$ cat src/rtl/seg_pkg.sv
// Shared constants for the 6-digit multiplexed 7-segment display driver.
// Segment codes are active-low, bit order {g,f,e,d,c,b,a}.
package seg_pkg;

  localparam int NUM_DIGITS = 6;

  localparam logic [6:0] SEG_0     = 7'h40;
  localparam logic [6:0] SEG_1     = 7'h79;
  localparam logic [6:0] SEG_2     = 7'h24;
  localparam logic [6:0] SEG_3     = 7'h30;
  localparam logic [6:0] SEG_4     = 7'h19;
  localparam logic [6:0] SEG_5     = 7'h12;
  localparam logic [6:0] SEG_6     = 7'h02;
  localparam logic [6:0] SEG_7     = 7'h78;
  localparam logic [6:0] SEG_8     = 7'h00;
  localparam logic [6:0] SEG_9     = 7'h10;
  localparam logic [6:0] SEG_DASH  = 7'h3F;
  localparam logic [6:0] SEG_BLANK = 7'h7F;

  // Decimal point lit (active-low) after the HH and MM groups.
  localparam logic [NUM_DIGITS-1:0] DP_MASK = 6'b010100;
  localparam logic [NUM_DIGITS-1:0] AN_OFF  = 6'b111111;

endpackage

$ cat src/rtl/bcd_to_seg7.sv
// Combinational BCD to active-low 7-segment decoder; non-BCD codes show a dash.
module bcd_to_seg7
  import seg_pkg::*;
(
  input  logic [3:0] bcd,
  output logic [6:0] seg
);

  always_comb begin
    seg = SEG_DASH;
    case (bcd)
      4'd0:    seg = SEG_0;
      4'd1:    seg = SEG_1;
      4'd2:    seg = SEG_2;
      4'd3:    seg = SEG_3;
      4'd4:    seg = SEG_4;
      4'd5:    seg = SEG_5;
      4'd6:    seg = SEG_6;
      4'd7:    seg = SEG_7;
      4'd8:    seg = SEG_8;
      4'd9:    seg = SEG_9;
      default: seg = SEG_DASH;
    endcase
  end

endmodule

$ cat src/rtl/seg_display_mux.sv
// Scans six BCD clock digits onto a common-anode display, one digit per CLK_DIV cycles.
// Optional macro SEGMUX_LZB_EN blanks a leading zero in the hours-tens digit.
module seg_display_mux
  import seg_pkg::*;
#(
  parameter int CLK_DIV = 100000
) (
  input  logic       clk,
  input  logic       rst,
  input  logic [3:0] sec_ones,
  input  logic [3:0] sec_tens,
  input  logic [3:0] min_ones,
  input  logic [3:0] min_tens,
  input  logic [3:0] hr_ones,
  input  logic [3:0] hr_tens,
  output logic [5:0] an,
  output logic [6:0] seg,
  output logic       dp
);

  localparam int            PW       = (CLK_DIV > 2) ? $clog2(CLK_DIV) : 1;
  localparam logic [PW-1:0] PCNT_MAX = PW'(CLK_DIV - 1);
  localparam logic [2:0]    D_LAST   = 3'(NUM_DIGITS - 1);

  logic [PW-1:0] pcnt;
  logic [2:0]    d;
  logic [3:0]    shadow [NUM_DIGITS];
  logic          tick;
  logic [3:0]    digit_val;
  logic [6:0]    dec_seg;
  logic [6:0]    next_seg;

  assign tick = (pcnt == PCNT_MAX);

  // Digit 0 bypasses the shadow so it shows the value captured on this same tick.
  always_comb begin
    digit_val = shadow[d];
    if (d == 3'd0) digit_val = sec_ones;
  end

  bcd_to_seg7 u_dec (
    .bcd (digit_val),
    .seg (dec_seg)
  );

  always_comb begin
    next_seg = dec_seg;
`ifdef SEGMUX_LZB_EN
    if (d == D_LAST && shadow[NUM_DIGITS-1] == 4'd0) next_seg = SEG_BLANK;
`endif
  end

  always_ff @(posedge clk) begin
    if (rst) begin
      pcnt <= '0;
      d    <= '0;
      an   <= AN_OFF;
      seg  <= SEG_BLANK;
      dp   <= 1'b1;
      for (int i = 0; i < NUM_DIGITS; i++) shadow[i] <= '0;
    end else begin
      pcnt <= tick ? '0 : pcnt + 1'b1;
      if (tick) begin
        an  <= ~(6'b000001 << d);
        seg <= next_seg;
        dp  <= ~DP_MASK[d];
        d   <= (d == D_LAST) ? 3'd0 : d + 3'd1;
        if (d == 3'd0) begin
          shadow[0] <= sec_ones;
          shadow[1] <= sec_tens;
          shadow[2] <= min_ones;
          shadow[3] <= min_tens;
          shadow[4] <= hr_ones;
          shadow[5] <= hr_tens;
        end
      end
    end
  end

endmodule

$ cat config.mk
export PLATFORM = sky130hd
export DESIGN_NAME = seg_display_mux
export DESIGN_NICKNAME = d
export VERILOG_FILES = /design/src/rtl/seg_pkg.sv /design/src/rtl/bcd_to_seg7.sv /design/src/rtl/seg_display_mux.sv
export SDC_FILE = /design/constraint.sdc
export NUM_CORES = 1
export LEC_CHECK = 0
export CORE_MARGIN = 4
export CORE_UTILIZATION = 61
export CTS_BUF_LIST = sky130_fd_sc_hd__clkbuf_2
export CTS_CLUSTER_DIAMETER = 150
export DETAILED_ROUTE_END_ITERATION = 8
export PLACE_DENSITY = 0.95
export SYNTH_ARGS = -nofsm -noshare
export SYNTH_HDL_FRONTEND = slang
export SYNTH_SLANG_ARGS = --single-unit
export TNS_END_PERCENT = 10
$ cat constraint.sdc
create_clock -name clk -period 4.5 [get_ports clk]
set_input_delay 0.9 -clock clk [delete_from_list [all_inputs] [get_ports clk]]
set_output_delay 0.9 -clock clk [all_outputs]
set_load 0.01 [all_outputs]
==> flow_summary.toml, run 1 <==
[grt]
grt_pass1_wl_mm = 8.91
grt_overflow = 0
grt_max_degree = 26
grt_pass1_vias = 1957
track_usage = 0.189
antenna_found_initial = 0

[hold_path]
worstHoldStart = "pcnt[0]$_SDFF_PP0_"
hold_path.class = "flop to flop"

[die]
initial_core_util = 0.641
die_h_um = 76.1
design.portCount = 40
dieArea_um2 = 5800
row_count = 24
die_w_um = 76.1
core_um2 = 4410

[clock_network]
clkLatencyLatePin_ns = 0.48
cts_made_buffers = 9
cts-htree-levels = 3
clock-root-buffer = "clkbuf_2"
cts_tree = "built"
cts_num_sinks = 62
ctsLongestPathBuffers = 2
cts_resized = 0
path_clk_slew_ns = 0.15
hold_buffers = 0
postCtsSetupRepairBufs = 0

[placed_design]
place_ws_ns = 1.49
dp_cells = 343
portBuffers = 39
place_hpwl_mm = 3.76
gp_congestion = 0.757
post_dp_cell_area_um2 = 3220

[timing]
tightestPinTransition_ns = 0.925
fin_skew_ns = 0.0250
period_minus_slack_ns = 3.01
finalSetupTns_ns = 0
fmax_ghz = 0.332
relSlewSlack = 0.383
final_hold_viol_count = 0
rsz0062_at_grt = "no"
hold_slack_ns = 0.472
worst_slack_ns = 1.49
drv_slew = 0
setup_violations = 0
period_share = 0.670

[cells_and_area]
drive_above_1_share = 0.0980
nNetsFinal = 335
final_common_cell = "clkdlybuf4s50_1"
final_cells = 358
final_area_um2 = 3320
nFillCells = 286
most-common-layout-cells = "39 x clkdlybuf4s50_1, 38 x dfxtp_1, 31 x nor2_1, 26 x and2_1, 24 x edfxtp_1"
ff_latch_area_um2 = 1480
antennaDiodeCount = 0
area_growth_pct = 17.2
multi_input_area_um2 = 1260

[synthesis]
syn_avg_cell_area_um2 = 10.7
synth_ff_type = "dfxtp_1"
synth_seq_cells = 62
synthesis.nets = 298
syn-cell-area_um2 = 2830
synthCells = 265
yosysSeqAreaShare = 0.523
async_flop_share = 0
synth-edff-count = 24
synth.distinct_cells = 49
yosys_warnings = 0

[setup_path]
r2r_cells = 4
critPathArrivalTime_ns = 3.11
timing.rr.start = "pcnt[8]$_SDFF_PP0_"
crit_path_end_kind = "flop"
reg2reg_to = "shadow[1][3]$_SDFFCE_PN0P_"
crit_path_start_kind = "flop"
r2r_setup_slack_ns = 1.49
critical_path_required_ns = 4.60
crit_start = "pcnt[8]$_SDFF_PP0_"
cp_max_fo = 24
crit_end = "shadow[1][3]$_SDFFCE_PN0P_"
path_class = "flop to flop"

[detailed_routing]
wl_per_cell_um = 14.7
ant_nets = 0
drt_pre_antenna_iters = 5
wl_mm = 5.25
vias = 2026
vias_per_cell = 5.66
drt-initial-drc-count = 139
drc = 0

[power_and_ir_drop]
irDropWorstVdd_mv = 0.230
p_per_area_nw_per_um2 = 290
cellLeakagePower_nw = 1.27

[flow_run]
cap_violations = 0

[outcome]
status = "complete, no violations"
## cell families (layout without fill, tap and decap cells)
family                     after synthesis  count (layout)  share of synthesized area
xor gates and xnor gates                16              16                     0.0495
muxes                                   14              14                     0.0548
DFF                                     62              62                      0.523
adders and majority gates                7               7                     0.0309
buffers and inverters                   18              59                     0.0309
AOI/OAI and AO/OA                       34              34                     0.0822
and+or+nand+nor                        114             114                      0.228
## worst min path at each step
stage	slack (ns)	end	cells after the start
after CTS	0.48	pcnt[0]$_SDFF_PP0_	1
final	0.47	pcnt[0]$_SDFF_PP0_	1
after global placement	0.43	pcnt[0]$_SDFF_PP0_	1
after floorplan	0.42	pcnt[0]$_SDFF_PP0_	1
after global routing	0.49	pcnt[0]$_SDFF_PP0_	1
after detailed placement	0.46	seg[3]$_SDFFE_PP1N_	2
## sequential cells by signal (all words and copies together) (netlist names), named ones only
name / cells
shadow: 24
pcnt: 17
seg: 7
an: 6
d: 3
dp: 1
## critical path, cell delays in order (launching register included)
cell and delay (ns):
dfxtp_1 0.39, or4b_4 0.56, nor4_4 0.17, and4_1 0.69
a21o_1 0.83
## final cells by class
| type | count | area share |
|---|---|---|
| sequential | 62 | 0.446 |
| timing repair buffer | 39 | 0.118 |
| clock inverter | 5 | 0.0151 |
| clock buffer | 10 | 0.0151 |
| multi-input combinational | 185 | 0.380 |
| tap | 52 | 0.0196 |
| inverter | 5 | 0.00566 |
## per-layer routing
metal	vias to the layer above	wire length (µm)	GRT usage
li1	1000	-	-
met1	947	2210	0.232
met2	70	2630	0.315
met3	9	324	0.0390
met4	0	86	0.0927
met5	-	0	0
## synth_stat cells, types with 2 or more instances
cell type   n  area share
clkbuf_1    4      0.0053
nor4_1      2      0.0044
buf_2       7       0.012
nand3_1    10       0.018
edfxtp_1   24        0.25
a21oi_2     2      0.0062
inv_1       5      0.0066
a21o_1      2      0.0053
nor2_1     31       0.041
and4_1      2      0.0062
mux2_2      2      0.0080
nand4_1     6       0.013
a22oi_1     5       0.013
ha_1        7       0.031
mux2i_1    11       0.039
dfxtp_1    38        0.27
xnor2_1     6       0.019
nand2_1    17       0.023
and2_1     26       0.057
xor2_1     10       0.031
o21bai_1    2      0.0053
a21oi_1     9       0.016
nand2b_1    7       0.015
o21ai_0     5      0.0088
## metrics by stage
step / power [mW] / utilization
4_1_cts: 0.966 / 0.752
2_1_floorplan: 0.630 / -
5_1_grt: 0.992 / 0.752
6_report: 0.961 / 0.752
3_3_place_gp: 0.655 / 0.729
3_5_place_dp: 0.658 / 0.729
## where the power goes
group          leakage [nW]  total (mW)  switching, mW  internal, mW
clock network        0.0722       0.315          0.190         0.125
registers             0.565       0.593        0.00345         0.589
logic                 0.628      0.0531         0.0243        0.0288
total                  1.27       0.961          0.218         0.744
No activity file was read; power rests on OpenSTA's default activity.
==> run 2: changes to the inputs <==
Settings changed: CORE_UTILIZATION 61 to 51, PLACE_DENSITY 0.95 to 0.86.
Clock period 4.5 ns to 2.5 ns, I/O delays scaled along.
==> flow_summary.toml, run 2 (synthesis gave the netlist of run 1 again) <==
[outcome]
status = "complete, no violations"

[grt]
grt_max_degree = 26
grt_overflow = 0
antenna_found_initial = 0
grt_pass1_vias = 2102
grt_pass1_wl_mm = 9.25
track_usage = 0.184

[flow_run]
cap_violations = 0

[detailed_routing]
met1Wirelength_mm = 2.38
drt-initial-drc-count = 77
wl_mm = 5.50
drc = 0
met3_length_um = 248
ant_nets = 0
vias_per_cell = 5.34
dr_wl_met2_mm = 2.78
drt_pre_antenna_iters = 5
wl_per_cell_um = 14.2
route.top_layer_used = "met4"
vias = 2067

[power_and_ir_drop]
irDropWorstVdd_mv = 0.335
cellLeakagePower_nw = 1.31
p_total_mw = 1.65
p_per_area_nw_per_um2 = 485

[clock_network]
path_clk_slew_ns = 0.17
hold_buffers = 0
postCtsSetupRepairBufs = 0
cts_num_sinks = 62
cts-htree-levels = 3
cts_tree = "built"
clock-root-buffer = "clkbuf_2"
cts_resized = 0
clkLatencyLatePin_ns = 0.50
ctsLongestPathBuffers = 2
cts_made_buffers = 9

[setup_path]
cp_slowest_stage_delay_ns = 0.47
crit_path_start_kind = "flop"
critPathSlowestCell = "dfxtp_1"
crit_buf_inv = 2
path_delay_family = "compound AO/OA/AOI/OAI gates"
reg2reg_to = "seg[5]$_SDFFE_PP1N_"
r2r_cells = 8
critical_path_required_ns = 2.86
critPathArrivalTime_ns = 2.63
crit_end = "seg[5]$_SDFFE_PP1N_"
worstPathCellList = "buf_4, mux2i_1, a21oi_1, a22oi_1, inv_1, ha_1, o2111ai_1, nand3_1"
r2r_setup_slack_ns = 0.23
crit_cells = 8
cp_max_fo = 6
crit_path_end_kind = "flop"
path_class = "flop to flop"

[timing]
relSlewSlack = 0.630
setup_violations = 0
fmax_ghz = 0.440
fin_skew_ns = 0.0253
rsz0062_at_grt = "no"
finalSetupTns_ns = 0
tightestPinTransition_ns = 0.555
final_hold_viol_count = 0
drv_slew = 0
period_minus_slack_ns = 2.27
hold_slack_ns = 0.483
period_share = 0.910

[die]
die_w_um = 82.5
row_count = 26
initial_core_util = 0.541
dieArea_um2 = 6810
core_um2 = 5240
die_h_um = 82.5
design.portCount = 40

[cells_and_area]
multi_input_area_um2 = 1260
utilization = 0.648
reg_top3 = "shadow x24, pcnt x17, seg x7"
most-common-layout-cells = "39 x clkdlybuf4s50_1, 38 x dfxtp_1, 31 x nor2_1, 26 x and2_1, 24 x edfxtp_1"
top_register = "shadow"
area_growth_pct = 19.9
nFillCells = 416
final_common_cell = "clkdlybuf4s50_1"
drive_above_1_share = 0.129
antennaDiodeCount = 0
ff_latch_area_um2 = 1480
largest_reg_flops = 24
nNetsFinal = 345

[placed_design]
place_hpwl_mm = 4.02
portBuffers = 39
gp_congestion = 0.812

[hold_path]
hold_path.class = "flop to flop"
## run 2: changes by cell type in the layout (fill, tap and decap cells not counted)
cell / delta
buf_4: +10
inv_2: +1
clkinv_1: +1
a21o_2: +1
a21o_1: -1
bufinv_16: -1
## run 2: report_power, final
| part | total (mW) | leakage (nW) | internal, mW | switching [mW] |
|---|---|---|---|---|
| registers | 1.07 | 0.565 | 1.06 | 0.00712 |
| logic | 0.101 | 0.676 | 0.0564 | 0.0448 |
| clock network | 0.478 | 0.0639 | 0.125 | 0.353 |
| total | 1.65 | 1.31 | 1.24 | 0.405 |
## run 2: worst min-delay path by stage
| stage | cells after the start | end | slack, ns | startpoint |
|---|---|---|---|---|
| 6_report | 1 | pcnt[0]$_SDFF_PP0_ | 0.48 | pcnt[0]$_SDFF_PP0_ |
| 5_1_grt | 2 | seg[2]$_SDFFE_PP1N_ | 0.52 | seg[2]$_SDFFE_PP1N_ |
| 4_1_cts | 1 | pcnt[0]$_SDFF_PP0_ | 0.48 | pcnt[0]$_SDFF_PP0_ |
| 3_5_place_dp | 1 | pcnt[0]$_SDFF_PP0_ | 0.44 | pcnt[0]$_SDFF_PP0_ |
| 3_3_place_gp | 1 | pcnt[0]$_SDFF_PP0_ | 0.43 | pcnt[0]$_SDFF_PP0_ |
| 2_1_floorplan | 1 | pcnt[0]$_SDFF_PP0_ | 0.42 | pcnt[0]$_SDFF_PP0_ |
## run 2: per-stage QoR
step                instances  setup WS (ns)  area (µm²)
floorplan                 265          0.205        2830
global placement          371          0.337        3320
detailed placement        371          0.242        3320
CTS                       387          0.239        3390
global route              387         0.0723        3390
finish                    387          0.225        3390
## run 2: layer usage
metal,track usage,vias to the layer above
met5,0,-
li1,-,1021
met3,0.0662,11
met2,0.306,50
met1,0.216,985
met4,0.0752,0
## run 2: layout make-up
| type | count | share of cell area |
|---|---|---|
| sequential | 62 | 0.436 |
| clock inverter | 6 | 0.00811 |
| clock buffer | 10 | 0.0147 |
| timing repair buffer | 49 | 0.137 |
| multi-input combinational | 185 | 0.372 |
| tap | 70 | 0.0258 |
| inverter | 5 | 0.00553 |
## run 2: worst reg2reg max path, cell delays in order (launching register included)
cell and delay [ns]:
dfxtp_1 0.47, buf_4 0.20, mux2i_1 0.22, a21oi_1 0.09, a22oi_1 0.47, inv_1 0.14
ha_1 0.25, o2111ai_1 0.20, nand3_1 0.10
==> run 3: changes to the inputs <==
--- a/config.mk
+++ b/config.mk
@@ -13,2 +13,3 @@
 export PLACE_DENSITY = 0.86
+export SETUP_SLACK_MARGIN = 0.2
 export SYNTH_ARGS = -nofsm -noshare
==> constraint.sdc (replaced) <==
create_clock -name clk -period 2.5 [get_ports clk]
set_input_delay 0.375 -clock clk [delete_from_list [all_inputs] [get_ports clk]]
set_output_delay 0.375 -clock clk [all_outputs]
set_load 0.01 [all_outputs]
==> flow_summary.toml, run 3 (synthesis gave the netlist of run 1 again) <==
[cells_and_area]
area_growth_pct = 22.6
largest_reg_flops = 24
most-common-layout-cells = "39 x clkdlybuf4s50_1, 38 x dfxtp_1, 31 x nor2_1, 26 x and2_1, 24 x edfxtp_1"
antennaDiodeCount = 0
final_area_um2 = 3470
top_register = "shadow"
reg_top3 = "shadow x24, pcnt x17, seg x7"
final_common_cell = "clkdlybuf4s50_1"
drive_above_1_share = 0.133
nNetsFinal = 344
final_cells = 386
utilization = 0.663

[setup_path]
critPathSlowestCell = "or4b_4"
r2r_cells = 4
critPathArrivalTime_ns = 2.37
crit_path_start_kind = "flop"
r2r_setup_slack_ns = 0.28
path_class = "flop to flop"
cp_slowest_stage_delay_ns = 0.56
critical_path_required_ns = 2.65
path_delay_family = "simple AND/OR/NAND/NOR gates"
crit_path_end_kind = "flop"
reg2reg_to = "shadow[2][0]$_SDFFCE_PN0P_"
timing.rr.start = "pcnt[8]$_SDFF_PP0_"
crit_buf_inv = 0
worstPathCellList = "or4b_4, nor4_4, and4_1, a21o_2"
cp_max_fo = 24

[placed_design]
gp_congestion = 0.804
dp_cells = 370
place_hpwl_mm = 4.04
post_dp_cell_area_um2 = 3310
portBuffers = 39
place_ws_ns = 0.294

[grt]
grt_overflow = 0
grt_pass1_vias = 2095
grt_pass1_wl_mm = 9.36
track_usage = 0.188
grt_max_degree = 26
antenna_found_initial = 0

[hold_path]
hold_path_depth = 1
hold_path_end = "pcnt[0]$_SDFF_PP0_"
hold_path.class = "flop to flop"
worstHoldStart = "pcnt[0]$_SDFF_PP0_"

[die]
design.portCount = 40
row_count = 26
dieArea_um2 = 6810
initial_core_util = 0.541
core_um2 = 5240
die_h_um = 82.5
die_w_um = 82.5

[clock_network]
cts_tree = "built"
cts_made_buffers = 9
cts_num_sinks = 62
hold_buffers = 0
clkLatencyLatePin_ns = 0.50
postCtsSetupRepairBufs = 0
cts-htree-levels = 3
clock-root-buffer = "clkbuf_2"
path_clk_slew_ns = 0.18
ctsLongestPathBuffers = 2
cts_resized = 0

[timing]
fmax_ghz = 0.450
worst_slack_ns = 0.276
period_share = 0.890
final_hold_viol_count = 0
relSlewSlack = 0.633
period_minus_slack_ns = 2.22
setup_violations = 0
drv_slew = 0
tightestPinTransition_ns = 0.550
rsz0062_at_grt = "yes"
finalSetupTns_ns = 0
fin_skew_ns = 0.0187

[detailed_routing]
wl_per_cell_um = 14.4
drt_pre_antenna_iters = 4
vias_per_cell = 5.35
ant_nets = 0
vias = 2064
drt-initial-drc-count = 71
drc = 0
wl_mm = 5.55

[outcome]
status = "complete, no violations"

[power_and_ir_drop]
irDropWorstVdd_mv = 0.396
cellLeakagePower_nw = 1.33
p_per_area_nw_per_um2 = 565

[flow_run]
cap_violations = 0
-- run 3: changes by cell type in the layout (fill, tap and decap cells not counted), sizes merged --
cell    change
clkbuf      -1
inv         -2
buf         -1
bufinv      +3
-- run 3: area by class of cell --
| type | instances | area (µm²) |
|---|---|---|
| Multi-Input combinational cell | 185 | 1270 |
| Inverter | 5 | 18.8 |
| Sequential cell | 62 | 1480 |
| Timing Repair Buffer | 48 | 458 |
| Tap cell | 70 | 87.6 |
| Clock buffer | 9 | 45.0 |
| Clock inverter | 7 | 113 |
| Fill cell | 433 | 1770 |
-- run 3: stage by stage --
step           hold WS (ns)  total power [mW]
2_1_floorplan         0.418              1.13
3_3_place_gp          0.430              1.18
3_5_place_dp          0.439              1.19
4_1_cts               0.463              1.97
5_1_grt               0.468              2.03
6_report              0.466              1.96
-- run 3: worst max path at each step --
stage                             startpoint                    endpoint  slack [ns]  depth (start not counted)
final                     pcnt[8]$_SDFF_PP0_  shadow[2][0]$_SDFFCE_PN0P_        0.28                          4
after global routing      pcnt[8]$_SDFF_PP0_  shadow[3][0]$_SDFFCE_PN0P_        0.12                          4
after CTS                 pcnt[8]$_SDFF_PP0_  shadow[3][0]$_SDFFCE_PN0P_        0.25                          4
after detailed placement  pcnt[8]$_SDFF_PP0_  shadow[2][2]$_SDFFCE_PN0P_        0.29                          4
after global placement    pcnt[8]$_SDFF_PP0_  shadow[0][2]$_SDFFCE_PN0P_        0.36                          4
after floorplan           pcnt[8]$_SDFF_PP0_  shadow[0][0]$_SDFFCE_PN0P_        0.21                          6
-- run 3: routing by layer --
metal  GRT usage  part of all wire  vias to the layer above
met4      0.0670             0.018                        0
met2       0.328              0.52                       54
met1       0.208              0.41                      978
li1            -                 -                     1021
met5           0                 0                        -
met3      0.0716             0.055                       11
-- run 3: power by group --
part / internal, mW / leakage [nW] / switching (mW)
sequential: 1.06 / 0.565 / 0.00641
combinational: 0.0564 / 0.671 / 0.0453
clock: 0.427 / 0.0960 / 0.365
